**config.mk**
```make
export PLATFORM = sky130hd
export DESIGN_NAME = xalu_hilo_ctrl
export DESIGN_NICKNAME = d
export VERILOG_FILES = /design/src/rtl/xalu_pkg.sv /design/src/rtl/xalu_hilo_ctrl.sv
export SDC_FILE = /design/constraint.sdc
export NUM_CORES = 1
export LEC_CHECK = 0
export CAP_MARGIN = 20
export CORE_MARGIN = 1
export CORE_UTILIZATION = 41
export DETAILED_ROUTE_END_ITERATION = 10
export PLACE_DENSITY = 0.78
export SLEW_MARGIN = 20
export SYNTH_ARGS = -nofsm -noshare
export SYNTH_HDL_FRONTEND = slang
export SYNTH_SLANG_ARGS = --single-unit
```
**constraint.sdc**
```tcl
create_clock -name Clk -period 1.48 [get_ports Clk]
set_input_delay 0.148 -clock Clk [delete_from_list [all_inputs] [get_ports Clk]]
set_output_delay 0.148 -clock Clk [all_outputs]
set_load 0.05 [all_outputs]
```
**src/rtl/xalu_pkg.sv**
```systemverilog
// Shared encodings for the XALU and its HI/LO commit controller.
package xalu_pkg;

    typedef enum logic [1:0] {
        XOP_MULT = 2'b00,
        XOP_DIV  = 2'b01,
        XOP_MUL  = 2'b10,
        XOP_RSVD = 2'b11
    } xop_e;

    typedef enum logic [1:0] {
        S_IDLE = 2'd0,
        S_WAIT = 2'd1,
        S_WB   = 2'd2
    } state_e;

    localparam int TIMEOUT_CYC_DEF = 64;

endpackage

```
**src/rtl/xalu_hilo_ctrl.sv**
```systemverilog
// Tracks the outstanding XALU op, owns architectural HI/LO, commits results and
// hands mul results to GPR writeback; stalls EX while an op is outstanding.
module xalu_hilo_ctrl
    import xalu_pkg::*;
#(
    parameter int          TIMEOUT_CYC = TIMEOUT_CYC_DEF,
    parameter logic [31:0] HILO_RESET  = 32'h0
) (
    input  logic        Clk,
    input  logic        Clr,
    input  logic        op_start,
    input  logic [1:0]  op_kind,
    input  logic [4:0]  op_dst,
    input  logic        xalu_busy,
    input  logic [31:0] xalu_hi,
    input  logic [31:0] xalu_lo,
    input  logic        mthi_we,
    input  logic        mtlo_we,
    input  logic [31:0] mt_data,
    input  logic        rd_hi_req,
    input  logic        rd_lo_req,
    output logic [31:0] hi_out,
    output logic [31:0] lo_out,
    output logic        stall,
    output logic        gpr_wb_valid,
    output logic [4:0]  gpr_wb_addr,
    output logic [31:0] gpr_wb_data,
    input  logic        gpr_wb_ready,
    output logic        timeout_err
);

    localparam logic [6:0] CNT_LAST = 7'(TIMEOUT_CYC - 1);

    state_e      state;
    xop_e        kind_q;
    logic [4:0]  dst_q;
    logic [6:0]  cnt;
    logic [31:0] hi_q;
    logic [31:0] lo_q;
    logic        is_idle;
    logic        any_req;

    assign is_idle = (state == S_IDLE);
    assign any_req = op_start | rd_hi_req | rd_lo_req | mthi_we | mtlo_we;
    assign stall   = !is_idle && any_req;

    // mt writes forward to a same-cycle mfhi/mflo; they only land in IDLE.
    assign hi_out = (mthi_we && is_idle) ? mt_data : hi_q;
    assign lo_out = (mtlo_we && is_idle) ? mt_data : lo_q;

    always_ff @(posedge Clk) begin
        if (Clr) begin
            state        <= S_IDLE;
            kind_q       <= XOP_MULT;
            dst_q        <= 5'd0;
            cnt          <= 7'd0;
            hi_q         <= HILO_RESET;
            lo_q         <= HILO_RESET;
            timeout_err  <= 1'b0;
            gpr_wb_valid <= 1'b0;
            gpr_wb_addr  <= 5'd0;
            gpr_wb_data  <= 32'd0;
        end else begin
            case (state)
                S_IDLE: begin
                    if (mthi_we) hi_q <= mt_data;
                    if (mtlo_we) lo_q <= mt_data;
                    if (op_start && op_kind != XOP_RSVD) begin
                        kind_q <= xop_e'(op_kind);
                        dst_q  <= op_dst;
                        cnt    <= 7'd0;
                        state  <= S_WAIT;
                    end
                end
                S_WAIT: begin
                    if (!xalu_busy) begin
                        if (kind_q == XOP_MUL) begin
                            gpr_wb_data  <= xalu_lo;
                            gpr_wb_addr  <= dst_q;
                            gpr_wb_valid <= 1'b1;
                            state        <= S_WB;
                        end else begin
                            hi_q  <= xalu_hi;
                            lo_q  <= xalu_lo;
                            state <= S_IDLE;
                        end
                    end else if (cnt == CNT_LAST) begin
                        // Abandon the op: nothing is committed, the error sticks.
                        timeout_err <= 1'b1;
                        state       <= S_IDLE;
                    end else begin
                        cnt <= cnt + 7'd1;
                    end
                end
                S_WB: begin
                    if (gpr_wb_ready) begin
                        gpr_wb_valid <= 1'b0;
                        state        <= S_IDLE;
                    end
                end
                default: state <= S_IDLE;
            endcase
        end
    end

endmodule

```
# ---- Yosys cells after proc, flatten, opt, wreduce, memory -nomap -nowiden
# Index checks and enable logic that the tools add are counted.
dict set report op_classes {
  add_sub_neg 1
  multipliers 0
  div 0
  n_lt_le_gt_ge 0
  n_eq_ne 15
  n_shift 0
  muxes 24
  bitwise_logic 5
  reduce_logical 16
}
# cell count
set ops {}
lappend ops {{$mux 32} 8}
lappend ops {{$pmux 32 s2} 2}
lappend ops {{$mux 7} 3}
lappend ops {{$ne 2x2->1 const B} 9}
lappend ops {{$reduce_and 4->1} 4}
lappend ops {{$pmux 7 s2} 1}
lappend ops {{$mux 2} 5}
lappend ops {{$reduce_and 3->1} 3}
lappend ops {{$add 7x1->7 const B} 1}
lappend ops {{$eq 7x6->1 const B} 1}
lappend ops {{$pmux 2 s3} 1}
lappend ops {{$eq 2x2->1 const B} 2}
lappend ops {{$logic_and 1x1->1} 4}
lappend ops {{$or 1x1->1} 4}
lappend ops {{$reduce_bool 2->1} 2}
lappend ops {{$mux 1} 3}
lappend ops {{$ne 3x3->1 const B} 1}
lappend ops {{$eq 2x1->1 const B} 1}
lappend ops {{$logic_not 2->1} 1}
lappend ops {{$ne 2x1->1 const B} 1}
lappend ops {{$pmux 1 s2} 1}
lappend ops {{$reduce_and 2->1} 1}
lappend ops {{$logic_not 1->1} 1}
lappend ops {{$not 1->1} 1}
dict set report totals {
  ff_bits 119
  latch_bits 0
  ram_bits 0
  rom_bits 0
  out_inout_bits 104
  memories 0
}

# ---- Depth between registers and ports, before layout
dict set report depth {
  word_depth 5
  depth_mapped 8
  ltp_nobuf 5
}

# ---- Worst setup path after synthesis
# Ideal clock, no wire load.
dict set report synth_path {
  path_type {register to output}
  start {register state[1]}
  end {output lo_out[6]}
  arrival_time_ns 1.532
  setup_slack_ns -0.200
  stages_incl_launch_ff 6
  path_buffers 2
  path_cell_list {dfxtp_1 nor2_1 and2_1 clkbuf_1 buf_2 mux2_1}
}
dict set report synth_via {
  elab_chain_cells 3
}
# element line
set synth_lines {}
lappend synth_lines {{start: declaration} xalu_hilo_ctrl.sv:34} ;# state_e state;
lappend synth_lines {{start signal: assignment} xalu_hilo_ctrl.sv:53} ;# state <= S_IDLE;
lappend synth_lines {{start signal: assignment} xalu_hilo_ctrl.sv:72} ;# state <= S_WAIT;
lappend synth_lines {{start signal: assignment} xalu_hilo_ctrl.sv:81} ;# state <= S_WB;
lappend synth_lines {{$logic_not 2->1} xalu_hilo_ctrl.sv:43} ;# assign is_idle = (state == S_IDLE);
lappend synth_lines {{$logic_and 1x1->1} xalu_hilo_ctrl.sv:49} ;# assign lo_out = (mtlo_we && is_idle) ? mt_data : lo_q;
lappend synth_lines {{$mux 32} xalu_hilo_ctrl.sv:49}
lappend synth_lines {{end: declaration} xalu_hilo_ctrl.sv:23} ;# output logic [31:0] lo_out,
# Every way passes these cells.

# ---- Final worst setup path
dict set report layout_path {
  start {register state[1]}
  end {output lo_out[30]}
}
# Same word-level chain as after synthesis.

==> impl_table.tex <==
\begin{tabular}{lr}
\hline
Metric & Value \\
\hline
\multicolumn{2}{l}{\textbf{Timing}} \\
\quad Setup repair after global routing missed its margin & yes \\
\quad Worst setup skew after layout & 0.01116 ns \\
\quad Maximum frequency from static timing analysis & 494.9 MHz \\
\quad Max Transition Viols Final & 0 \\
\quad Fin worst setup slack & -0.5405 ns \\
\quad Worst rel slew slack & roughly half \\
\quad Worst-Margin Slew & 0.7433 ns \\
\quad Final setup violation count & 170 \\
\quad Final period utilization & 136.5\% \\
\quad Final min period & 2.020 ns \\
\quad Post-Route Setup TNS & -64.20 ns \\
\quad Number of failing hold endpoints at the final stage & 0 \\
\multicolumn{2}{l}{\textbf{Power}} \\
\quad Clock group share of total power & 37.6\% \\
\quad Switch share & 31.90\% \\
\quad Cell internal pwr & 8061 µW \\
\quad Cell Pwr Density & 1024 mW/mm² \\
\quad Combinational cell fraction of total power & about a third \\
\quad Leakage component of the power & roughly 0.0050 µW \\
\quad Worst voltage drop across the vdd grid & 0.0008600 V \\
\quad Register share of total power & 29.8\% \\
\quad Net switching component of the power & 3777 µW \\
\multicolumn{2}{l}{\textbf{Route}} \\
\quad Via density per instance & approximately 6.0 \\
\quad Final antenna-violating net count & 0 \\
\quad Wirelength, routed & 27.81 mm \\
\quad First-pass detailed-route iteration total & 5 \\
\quad Remaining DRCs & 0 \\
\quad Iteration-0 DRC Markers & 562 \\
\quad Overall via count from detail\_route & 6951 \\
\quad Final routed wire length divided by cell count & 23.83 µm \\
\multicolumn{2}{l}{\textbf{GRT}} \\
\quad Global-route wire length before repair & 36.24 mm \\
\quad Overflow left after global routing & 0 \\
\quad Total GRT Usage & about a third \\
\quad Pin count of the biggest net entering global routing & 51 \\
\quad Via count of the first global-routing pass & approximately 6600 \\
\quad Initial antenna violation count & 0 \\
\multicolumn{2}{l}{\textbf{Yosys}} \\
\quad Synth Cell Area & 0.005881 mm² \\
\quad Sequential fraction of the synthesis area & between 40\% and 50\% \\
\quad Nets in the synthesized netlist & slightly above 800 \\
\quad Cell count after synthesis & a little under 700 \\
\quad Syn avg cell area & 8.474 µm² \\
\quad Most used flip-flop cell after synthesis & sky130\_fd\_sc\_hd\_\_dfxtp\_1 \\
\quad Unique cell type count in the Yosys netlist & 41 \\
\quad Ys Warns & 0 \\
\quad FFs w/ async S/R, synth & 0\% \\
\quad Number of synthesized flops with an enable pin & 0 \\
\quad Total of flip-flops plus latches after synthesis & $\sim$120 \\
\multicolumn{2}{l}{\textbf{Placed design}} \\
\quad Number of buffers inserted by port buffering & 215 \\
\quad Last weighted congestion value of the routability-driven placer & 0.8585 \\
\quad Cell count after placement & around 1100 \\
\quad Half-perimeter wire length after detailed placement & $\sim$13 mm \\
\multicolumn{2}{l}{\textbf{Worst setup path}} \\
\quad Crit Path Category & reg -> out \\
\quad Critical path startpoint category & flop \\
\quad Data required time at the worst endpoint & 1.33 ns \\
\quad Cell at the slowest stage of the critical path & sky130\_fd\_sc\_hd\_\_dfxtp\_4 \\
\quad Crit. path cell count & 6 \\
\quad Cell count of the worst reg-to-reg path & 9 \\
\quad Worst path arrival time & 1.87 ns \\
\quad Dominant cell type by count on the critical path & sky130\_fd\_sc\_hd\_\_buf\_12 \\
\quad Cells along the critical path & nor2\_4, and2\_4, buf\_12, buf\_12, mux2\_4, buf\_8 \\
\quad Worst Path Max Fanout & 8 \\
\quad Largest delay contributor family on the critical path & buffers and inverters \\
\quad Delay of the slowest critical-path stage & 0.38 ns \\
\quad Critical path capture point type & output port \\
\quad Count of buffering cells on the critical path with inverters included & 3 \\
\multicolumn{2}{l}{\textbf{Die}} \\
\quad Num rows & 43 \\
\quad Initial cell density of the core & 42.20\% \\
\quad I/O Pins & 216 \\
\quad Width of the chip & $\sim$120 µm \\
\quad Vertical extent of the die & 121.8 µm \\
\quad Placeable core region & 0.01393 mm² \\
\quad Area enclosed by the die boundary & 0.01483 mm² \\
\multicolumn{2}{l}{\textbf{Status}} \\
\quad Outcome & complete, but fails checks \\
\quad Violated checks & setup timing \\
\multicolumn{2}{l}{\textbf{Layout}} \\
\quad Utilization after layout & 82.98\% \\
\quad Count of non-filler cells in the finished layout & between 1000 and 1500 \\
\quad Fraction of final layout cells sized beyond drive strength 1 & between 50 and 60\% \\
\quad Number of antenna repair diodes & 0 \\
\quad Fill count & 722 \\
\quad Relative area change from synthesis to final layout & 96.62\% \\
\quad Net count, final & approximately 1100 \\
\multicolumn{2}{l}{\textbf{Clock tree}} \\
\quad Clock-pin transition on the worst setup and hold timing paths & 0.06 ns \\
\quad CTS Buffer Depth & 2 \\
\quad Clock tree from TritonCTS & built \\
\quad Library cell used as clock root buffer & sky130\_fd\_sc\_hd\_\_clkbuf\_16 \\
\quad CTS Buf Count & 17 \\
\quad Number of levels in the clock H-tree & 4 \\
\quad Sink count of the clock tree & 119 \\
\quad Source-to-sink clock delay at the later pin of the worst-skew pair & 0.43 ns \\
\multicolumn{2}{l}{\textbf{Worst hold path}} \\
\quad Hold Path Stages & 3 \\
\quad Worst hold path type & in -> reg \\
\multicolumn{2}{l}{\textbf{Flow run}} \\
\quad Max-cap violations & 0 \\
\hline
\end{tabular}
## cell families (layout without fill, tap and decap cells)
logic type	count (synthesis)	count (layout)	synth area share, %
AOI/OAI and AO/OA	153	153	15.83
adders and majority gates	1	1	0.2127
buffers and inverters	65	357	5.553
DFF	119	119	40.51
muxes	104	104	19.06
and+or+nand+nor	252	253	18.83
## cells in the mapped netlist (2+ instances only)
master	count	area [µm²]
sky130_fd_sc_hd__or3_1	33	206.5
sky130_fd_sc_hd__or4_1	2	15.01
sky130_fd_sc_hd__buf_6	3	33.78
sky130_fd_sc_hd__inv_1	4	15.01
sky130_fd_sc_hd__nand2_1	147	551.8
sky130_fd_sc_hd__nor2b_1	2	12.51
sky130_fd_sc_hd__a31oi_1	2	12.51
sky130_fd_sc_hd__nand3_1	6	30.03
sky130_fd_sc_hd__nor2_1	45	168.9
sky130_fd_sc_hd__buf_2	21	105.1
sky130_fd_sc_hd__clkbuf_1	28	105.1
sky130_fd_sc_hd__mux2_2	63	709.4
sky130_fd_sc_hd__dfxtp_1	119	2382
sky130_fd_sc_hd__nor3_1	5	25.02
sky130_fd_sc_hd__nand2b_1	3	18.77
sky130_fd_sc_hd__a21oi_1	73	365.4
sky130_fd_sc_hd__a311oi_1	33	289.0
sky130_fd_sc_hd__o21ai_0	35	175.2
sky130_fd_sc_hd__buf_4	9	67.56
sky130_fd_sc_hd__mux2i_1	40	400.4
## power by group through the flow
| stage | sequential (µW) | clock [µW] | combinational (µW) |
|---|---|---|---|
| detailed placement | 3560 | 0 | 2880 |
| floorplan | 3550 | 0 | 1830 |
| finish | 3530 | 4460 | 3850 |
| global route | 3540 | 4650 | 3970 |
| global placement | 3560 | 0 | 2850 |
| CTS | 3500 | 4440 | 3400 |
## layout make-up
| cell class | instances | area (µm²) | share of cell area, % |
|---|---|---|---|
| Tap cell | 180 | 225.2 | 1.948 |
| Timing Repair Buffer | 321 | 3827 | 33.10 |
| Clock inverter | 14 | 200.2 | 1.731 |
| Clock buffer | 18 | 429.2 | 3.712 |
| Multi-Input combinational cell | 511 | 4476 | 38.71 |
| Sequential cell | 119 | 2390 | 20.67 |
| Inverter | 4 | 15.01 | 0.1299 |
## cell usage in the layout (no fill, tap or decap), types with 7 or more instances in the layout
cell type / instances
sky130_fd_sc_hd__buf_8: 10
sky130_fd_sc_hd__buf_4: 70
sky130_fd_sc_hd__nand2_4: 55
sky130_fd_sc_hd__nor2_4: 7
sky130_fd_sc_hd__a311oi_1: 13
sky130_fd_sc_hd__nand2_2: 19
sky130_fd_sc_hd__buf_12: 40
sky130_fd_sc_hd__buf_16: 8
sky130_fd_sc_hd__clkbuf_16: 24
sky130_fd_sc_hd__mux2_4: 64
sky130_fd_sc_hd__nor2_1: 23
sky130_fd_sc_hd__a21oi_2: 50
sky130_fd_sc_hd__nor2_2: 16
sky130_fd_sc_hd__clkdlybuf4s50_1: 110
sky130_fd_sc_hd__mux2i_1: 38
sky130_fd_sc_hd__or3_1: 30
sky130_fd_sc_hd__o21ai_0: 30
sky130_fd_sc_hd__buf_6: 75
sky130_fd_sc_hd__dfxtp_1: 117
sky130_fd_sc_hd__a311oi_2: 20
sky130_fd_sc_hd__nand2_1: 73
sky130_fd_sc_hd__a21oi_1: 20
## final timing paths
kind                                                   from                          end  slack, ns
worst max-delay path                  state[1]$_SDFFE_PP0P_                   lo_out[30]      -0.54
worst min-delay path                            xalu_hi[23]        hi_q[23]$_SDFFE_PP0P_       0.30
worst min register to register  gpr_wb_addr[4]$_SDFFE_PP0P_  gpr_wb_addr[4]$_SDFFE_PP0P_       0.46
worst max register to register        state[1]$_SDFFE_PP0P_        lo_q[31]$_SDFFE_PP0P_      -0.46
## through the flow
stage	hold slack [ns]	setup slack, ns	power [µW]	instance area, µm²
2_1_floorplan	0.2657	-0.06945	5381	6201
3_3_place_gp	0.4306	-0.4159	6406	8581
3_5_place_dp	0.4410	-0.4304	6442	8581
4_1_cts	0.2907	-0.5390	11340	10660
5_1_grt	0.3083	-0.5792	12170	11560
6_report	0.2966	-0.5405	11840	11560
## state kept, by name (all words and copies together), names as in the netlist
signal / cells
gpr_wb_data: 32
hi_q: 32
lo_q: 32
cnt: 7
dst_q: 5
gpr_wb_addr: 5
kind_q: 2
state: 2
gpr_wb_valid: 1
timeout_err: 1
## routing by layer
metal	global-route usage [%]	vias up	wire, µm
met5	0	-	0
met4	16.13	0	1206
met3	8.052	106	2118
met2	54.20	403	13640
met1	38.91	3400	10850
li1	-	3042	-
## worst min-delay path: cells and delay by family
family | cells | cell delay (ns)
AO/OA/AOI/OAI | 1 | 0.08
AND/OR/NAND/NOR | 1 | 0.05
buffers and inverters | 1 | 0.39
## timing repair
action | CTS | global route
pin swaps | 84 | 101
hold endpoints to repair | 1 | 0
cloned | 17 | 10
hold buffers | 1 | 0
gates resized for setup | 193 | 211
endpoints found under the setup margin | 169 | 177
setup buffers | 32 | 17
No activity file was read; power rests on OpenSTA's default activity.
